**src/rtl/pipelined_mux_n.sv**
```systemverilog
// pipelined_mux_n: N-input, WIDTH-bit channel selector with a one-entry
// registered output stage and valid/ready flow control on every channel.
// Optional round-robin arbitration is compiled in when PIPELINED_MUX_RR_EN
// is defined. Without it, the mode port is ignored and sel always chooses
// the channel.
//
// Handshake semantics: a word moves across a channel on a rising edge where
// that channel's valid and ready are both high. The producer holds data
// stable while valid is high and ready is low. in_ready is combinational
// from sel/mode/in_valid/out_ready/state and never depends on in_data.
// out_valid/out_data/out_sel come straight from registers.
module pipelined_mux_n #(
    parameter int WIDTH = 32,
    parameter int N     = 4,
    parameter int SEL_W = $clog2(N)
) (
    input  logic                 clk,
    input  logic                 reset,
    input  logic [N-1:0]         in_valid,
    output logic [N-1:0]         in_ready,
    input  logic [N*WIDTH-1:0]   in_data,
    input  logic [SEL_W-1:0]     sel,
    input  logic                 mode,
    output logic                 out_valid,
    input  logic                 out_ready,
    output logic [WIDTH-1:0]     out_data,
    output logic [SEL_W-1:0]     out_sel
);

    typedef enum logic {EMPTY = 1'b0, FULL = 1'b1} state_t;

    // Output-stage state; out_valid is a direct view of it.
    state_t state;

    logic [WIDTH-1:0] ch [N];
    logic             can_accept;
    logic             sel_ok;
    logic             grant_ok;
    logic [SEL_W-1:0] g;
    logic             in_xfer;

    // Unpack the flat data bus into per-channel words.
    for (genvar k = 0; k < N; k++) begin : g_unpack
        assign ch[k] = in_data[k*WIDTH +: WIDTH];
    end

    // The stage can take a word when empty or when the held word leaves now.
    assign can_accept = !reset && ((state == EMPTY) || out_ready);
    // Select values at or above N name no channel (non power-of-two N).
    assign sel_ok     = (int'(sel) < N);
    assign out_valid  = (state == FULL);

`ifdef PIPELINED_MUX_RR_EN
    logic [SEL_W-1:0] ptr;
    logic [SEL_W-1:0] rr_g;
    logic             rr_found;

    // Round-robin scan: first valid channel starting at ptr, wrapping at N.
    always_comb begin
        int               pos;
        logic [SEL_W-1:0] idx;
        rr_g     = '0;
        rr_found = 1'b0;
        for (int i = 0; i < N; i++) begin
            pos = int'(ptr) + i;
            if (pos >= N) pos = pos - N;
            idx = SEL_W'(pos);
            if (!rr_found && in_valid[idx]) begin
                rr_g     = idx;
                rr_found = 1'b1;
            end
        end
    end

    // Grant source: round-robin scan in mode 1, explicit sel in mode 0.
    always_comb begin
        g        = sel;
        grant_ok = sel_ok;
        if (mode) begin
            g        = rr_g;
            grant_ok = rr_found;
        end
    end

    // Pointer advances past the channel just served; only in RR mode.
    always_ff @(posedge clk) begin
        if (reset) begin
            ptr <= '0;
        end else if (in_xfer && mode) begin
            ptr <= (g == SEL_W'(N-1)) ? '0 : g + 1'b1;
        end
    end
`else
    logic unused_mode;
    assign unused_mode = mode;

    // Grant source: always the explicit select.
    always_comb begin
        g        = sel;
        grant_ok = sel_ok;
    end
`endif

    // Only the granted channel sees ready, and only when the stage can accept.
    always_comb begin
        in_ready = '0;
        if (grant_ok && can_accept) in_ready[g] = 1'b1;
    end

    assign in_xfer = grant_ok && can_accept && in_valid[g];

    // Output stage: load on input transfer, drain to EMPTY on a lone output transfer.
    always_ff @(posedge clk) begin
        if (reset) begin
            state    <= EMPTY;
            out_data <= '0;
            out_sel  <= '0;
        end else if (in_xfer) begin
            state    <= FULL;
            out_data <= ch[g];
            out_sel  <= g;
        end else if ((state == FULL) && out_ready) begin
            state    <= EMPTY;
        end
    end

endmodule

```
**config.mk**
```make
export PLATFORM = sky130hd
export DESIGN_NAME = pipelined_mux_n
export DESIGN_NICKNAME = d
export VERILOG_FILES = /design/src/rtl/pipelined_mux_n.sv
export SDC_FILE = /design/constraint.sdc
export NUM_CORES = 1
export LEC_CHECK = 0
export CORE_MARGIN = 2
export CORE_UTILIZATION = 39
export CTS_CLUSTER_DIAMETER = 60
export DETAILED_ROUTE_END_ITERATION = 8
export HOLD_SLACK_MARGIN = 0.15
export PLACE_DENSITY = 0.88
export SYNTH_ARGS = -nofsm -noshare
export SYNTH_HDL_FRONTEND = slang
export SYNTH_SLANG_ARGS = --single-unit
```
**constraint.sdc**
```tcl
create_clock -name clk -period 2.4 [get_ports clk]
set_input_delay 0.24 -clock clk [delete_from_list [all_inputs] [get_ports clk]]
set_output_delay 0.24 -clock clk [all_outputs]
set_load 0.01 [all_outputs]
```
# Word-level counts from Yosys, hierarchy flattened

Index checks and enable logic that the tools add are counted.

Output and inout bits: 39
Flip-flop bits (word level): 35
Bits of input ports: 138
Word-level logic and storage cells: 25

Bitwise gates (word level): 2
Mux-type cells: 10
Reductions and logical operators: 7
$lt $le $gt $ge: 3

Operators by type and width:

| kind               | number |
|---|---|
| $bmux 32 s2        | 1 |
| $mux 32            | 2 |
| $logic_and 1x1->1  | 4 |
| $mux 1             | 4 |
| $mux 4             | 1 |
| $ge 3x3->1 const B | 1 |
| $lt 2x3->1 const B | 1 |
| $not 2->3          | 1 |
| $bmux 1 s2         | 1 |
| $demux 1 s2        | 1 |
| $ge 2x1->1 const B | 1 |
| $reduce_bool 2->1  | 1 |
| $logic_not 1->1    | 1 |
| $logic_or 1x1->1   | 1 |
| $not 1->1          | 1 |

# Logic depth before layout (Yosys ltp)

Depth after elaboration: 5
Depth in mapped cells: 6
Depth with buffers taken out: 3

# Least setup slack after synthesis

No wires, ideal clock.

Kind: register to output
From: register state, in the netlist out_valid
To: output in_ready[2]
Path buffers: 2
Cell stages (with the launch flop): 5
Arrival: 1,210 ps
Required time: 2,160 ps
Path slack: 950 ps
Cells stage by stage: dfxtp_1 > nand2b_1 > clkbuf_1 > clkbuf_1 > and4b_1

Word-level cells in the longest chain between the ends: 4

RTL lines:

| element                | line | RTL |
|---|---|---|
| from (decl)            | 33   | `state_t state;` |
| from (signal assigned) | 115  | `state <= EMPTY;` |
| from (signal assigned) | 119  | `state <= FULL;` |
| from (signal assigned) | 123  | `state <= EMPTY;` |
| $not 1->1              | 48   | `assign can_accept = !reset && ((state == EMPTY) \|\| out_ready);` |
| $logic_or 1x1->1       | 48   |  |
| $logic_and 1x1->1      | 48   |  |
| $mux 4                 | 107  | `if (grant_ok && can_accept) in_ready[g] = 1'b1;` |
| to (decl)              | 20   | `output logic [N-1:0] in_ready,` |

Every way passes these cells.

# Final worst setup path

From: input out_ready
To: output in_ready[2]

Word-level cells in the longest chain between the ends: 3

RTL lines:

| element           | line | RTL |
|---|---|---|
| from (decl)       | 25   | `input logic out_ready,` |
| $logic_or 1x1->1  | 48   |  |
| $logic_and 1x1->1 | 48   |  |
| $mux 4            | 107  |  |

Every way passes these cells.

==> impl_metrics.tcl <==
set metrics [dict create \
    status "finished clean" \
    n_antenna_cell 0 \
    dieArea_um2 7210 \
    report.final.slew_viol_count 0 \
    antenna_found_initial 0 \
    setup_viol 0 \
    htreeDepth 2 \
    grt_max_degree 69 \
    yosys-top-cells-count "dfxtp_1, inv_1, mux4_2, a31o_1, nand4_1" \
    holdCritStartpoint "reset" \
    ys.flop_type "dfxtp_1" \
    postCtsSetupRepairBufs 0 \
    hp-class "in2reg" \
    nets 540 \
    worst_slack_ns 0.568 \
    portBuffers 175 \
    fin_setup_tns_ns 0 \
    synth_nets 385 \
    start_kind "primary input" \
    fmax_mhz 546 \
    crit_path_end_kind "output pin" \
    gp_congestion 0.806 \
    synth_area_leaders "mux4_2, dfxtp_1, a31o_1, nand4_1, inv_1" \
    finalHoldViolCount 0 \
    placementRows 29 \
    worstHoldPathCells 2 \
    seq_area_um2 701 \
    multi_input_area_um2 1540 \
    critPathKind "in2out" \
    synth.most_common_cell "dfxtp_1" \
    rr_endpoint "out_sel[1]" \
    place_ws_ns 0.368 \
    cts_hold_buffers 0 \
    cpMaxStageDelayCell "clkdlybuf4s50_1" \
    synth_top_area_share_pct 29.1 \
    start_util_pct 40.2 \
    r2r_start "out_valid" \
    drc 0 \
    die_w_um 84.9 \
    synthCells 247 \
    grt_setup_unrepaired "no" \
    clockBufferDepth 2 \
    synth-seq-cells 35 \
    grt_pass1_wl_mm 12.4 \
    fin_crit_sh_pct 76.3 \
    powerDensity_nw_per_um2 396 \
    drive_gt1_share_pct 16.9 \
    clk_latency_ns 0.28 \
    leakagePower_uw 0.00149 \
    cp_slowest_stage_delay_ns 0.54 \
    reg2reg_slack_ns 1.09 \
    worstMarginPinSlew_ns 0.697 \
    period_minus_slack_ns 1.83 \
    avgSynthCellArea_um2 10.3 \
    die_height_um 84.9 \
    dr.pass1.iters 4 \
    wl_per_cell_um 16.8 \
    fin_skew_ns 0.00425 \
    cts_tree "done" \
    gr-total-overflow 0 \
    synth-edff-count 0 \
    rr_worst_depth 4 \
    cp_common_cell "clkdlybuf4s50_1" \
    core-area_um2 6350 \
    peakVddDrop_mv 0.250 \
    synthArstFlopShare_pct 0 \
    ys_types 21 \
    worstPathArrival_ns 1.59 \
    place_hpwl_mm 5.98 \
    viasPerCell 5.54 \
    fillers 492 \
    synth_warnings 0 \
    cts.sinks 35 \
    root_buffer "clkbuf_8" \
    clk_transition_reported_paths_ns 0.07 \
    yosysSeqAreaShare_pct 27.5 \
    path_max_fanout 6 \
    drv_cap 0 \
    hold_end "out_data[11]" \
    grt_usage_pct 21.3 \
    cts_buffers 5 \
    num_vias 2653 \
    area_growth_pct 70.7 \
    cts_resized 0 \
    drt_iter0_markers 80 \
    ioPinCount 177 \
    yosys.area.top_type "mux4_2" \
    maxSlewHeadroom_pct 53.6 \
    synth_area_um2 2550 \
    crit_path_cell_trace "clkdlybuf4s50_1 -> nand2b_2 -> and4b_1 -> clkdlybuf4s50_1" \
    grt_pass1_vias 2594 \
    ant_nets 0 \
    wl_mm 8.03 \
    worstPathRequired_ns 2.16 \
]
-- cells by family (layout without fill, tap and decap cells) --
| kind of cell | Yosys count | after routing | share of synthesized area, % |
|---|---|---|---|
| compound gates | 69 | 69 | 21.0 |
| mux | 34 | 34 | 29.6 |
| buf+inv | 70 | 225 | 12.5 |
| flops | 35 | 35 | 27.5 |
| simple gates | 39 | 39 | 9.51 |
-- stage by stage --
stage	total power, µW	instances	utilization (%)	area, µm²	hold slack, ns
2_1_floorplan	976	247	-	2550	0.517
3_3_place_gp	1290	472	67.2	4270	0.516
3_5_place_dp	1310	472	67.2	4270	0.525
4_1_cts	1740	479	68.6	4360	0.417
5_1_grt	1810	479	68.6	4360	0.425
6_report	1730	479	68.6	4360	0.411
-- worst max path at each step --
stage,slack (ns),depth (start not counted),startpoint,end
final,0.57,4,out_ready,in_ready[2]
after global routing,0.48,4,out_ready,in_ready[2]
after CTS,0.57,4,out_ready,in_ready[2]
after detailed placement,0.37,5,in_valid[3],out_data[19]
after global placement,0.45,5,in_valid[3],out_data[9]
after floorplan,0.95,4,out_valid,in_ready[2]
-- report_power, final --
| part | switching, µW | internal [µW] |
|---|---|---|
| clock | 204 | 225 |
| sequential | 20.0 | 621 |
| combinational | 243 | 413 |
-- flip-flops by register name, summed over array words and instances, names as in the netlist --
signal	cells
out_sel	2
out_valid	1
out_data	32
-- area by class of cell --
type,instances,area share [%]
Clock buffer,6,1.90
Tap cell,77,2.21
Clock inverter,1,0.115
Sequential cell,35,16.1
Multi-Input combinational cell,142,35.2
Timing Repair Buffer,182,41.4
Inverter,36,3.10
-- worst max-delay path: cells and delay by family --
family                 cells  cell delay (ns)
buffers and inverters      2             0.99
AND/OR/NAND/NOR            2             0.36
-- placed cells by master, fill, tap and decap left out --
master,count
mux4_2,33
buf_12,1
buf_4,6
inv_1,34
clkbuf_8,6
and4b_1,1
dfxtp_1,35
nand4_1,32
nand2_1,1
buf_2,3
and3_1,1
inv_2,2
clkinv_2,1
and4_1,1
clkdlybuf4s50_1,172
nor2_1,2
nand2b_2,1
a31o_1,32
a41o_1,2
a211oi_2,2
a21oi_1,21
mux2_2,1
a21oi_2,12
-- routing by layer --
metal	GRT usage, %	part of all wire, %	vias up
met3	3.31	5.6	10
met2	40.8	55	102
met1	24.2	38	1281
met5	0	0	-
met4	6.49	1.8	0
li1	-	-	1260
No activity file was read; power rests on OpenSTA's default activity.
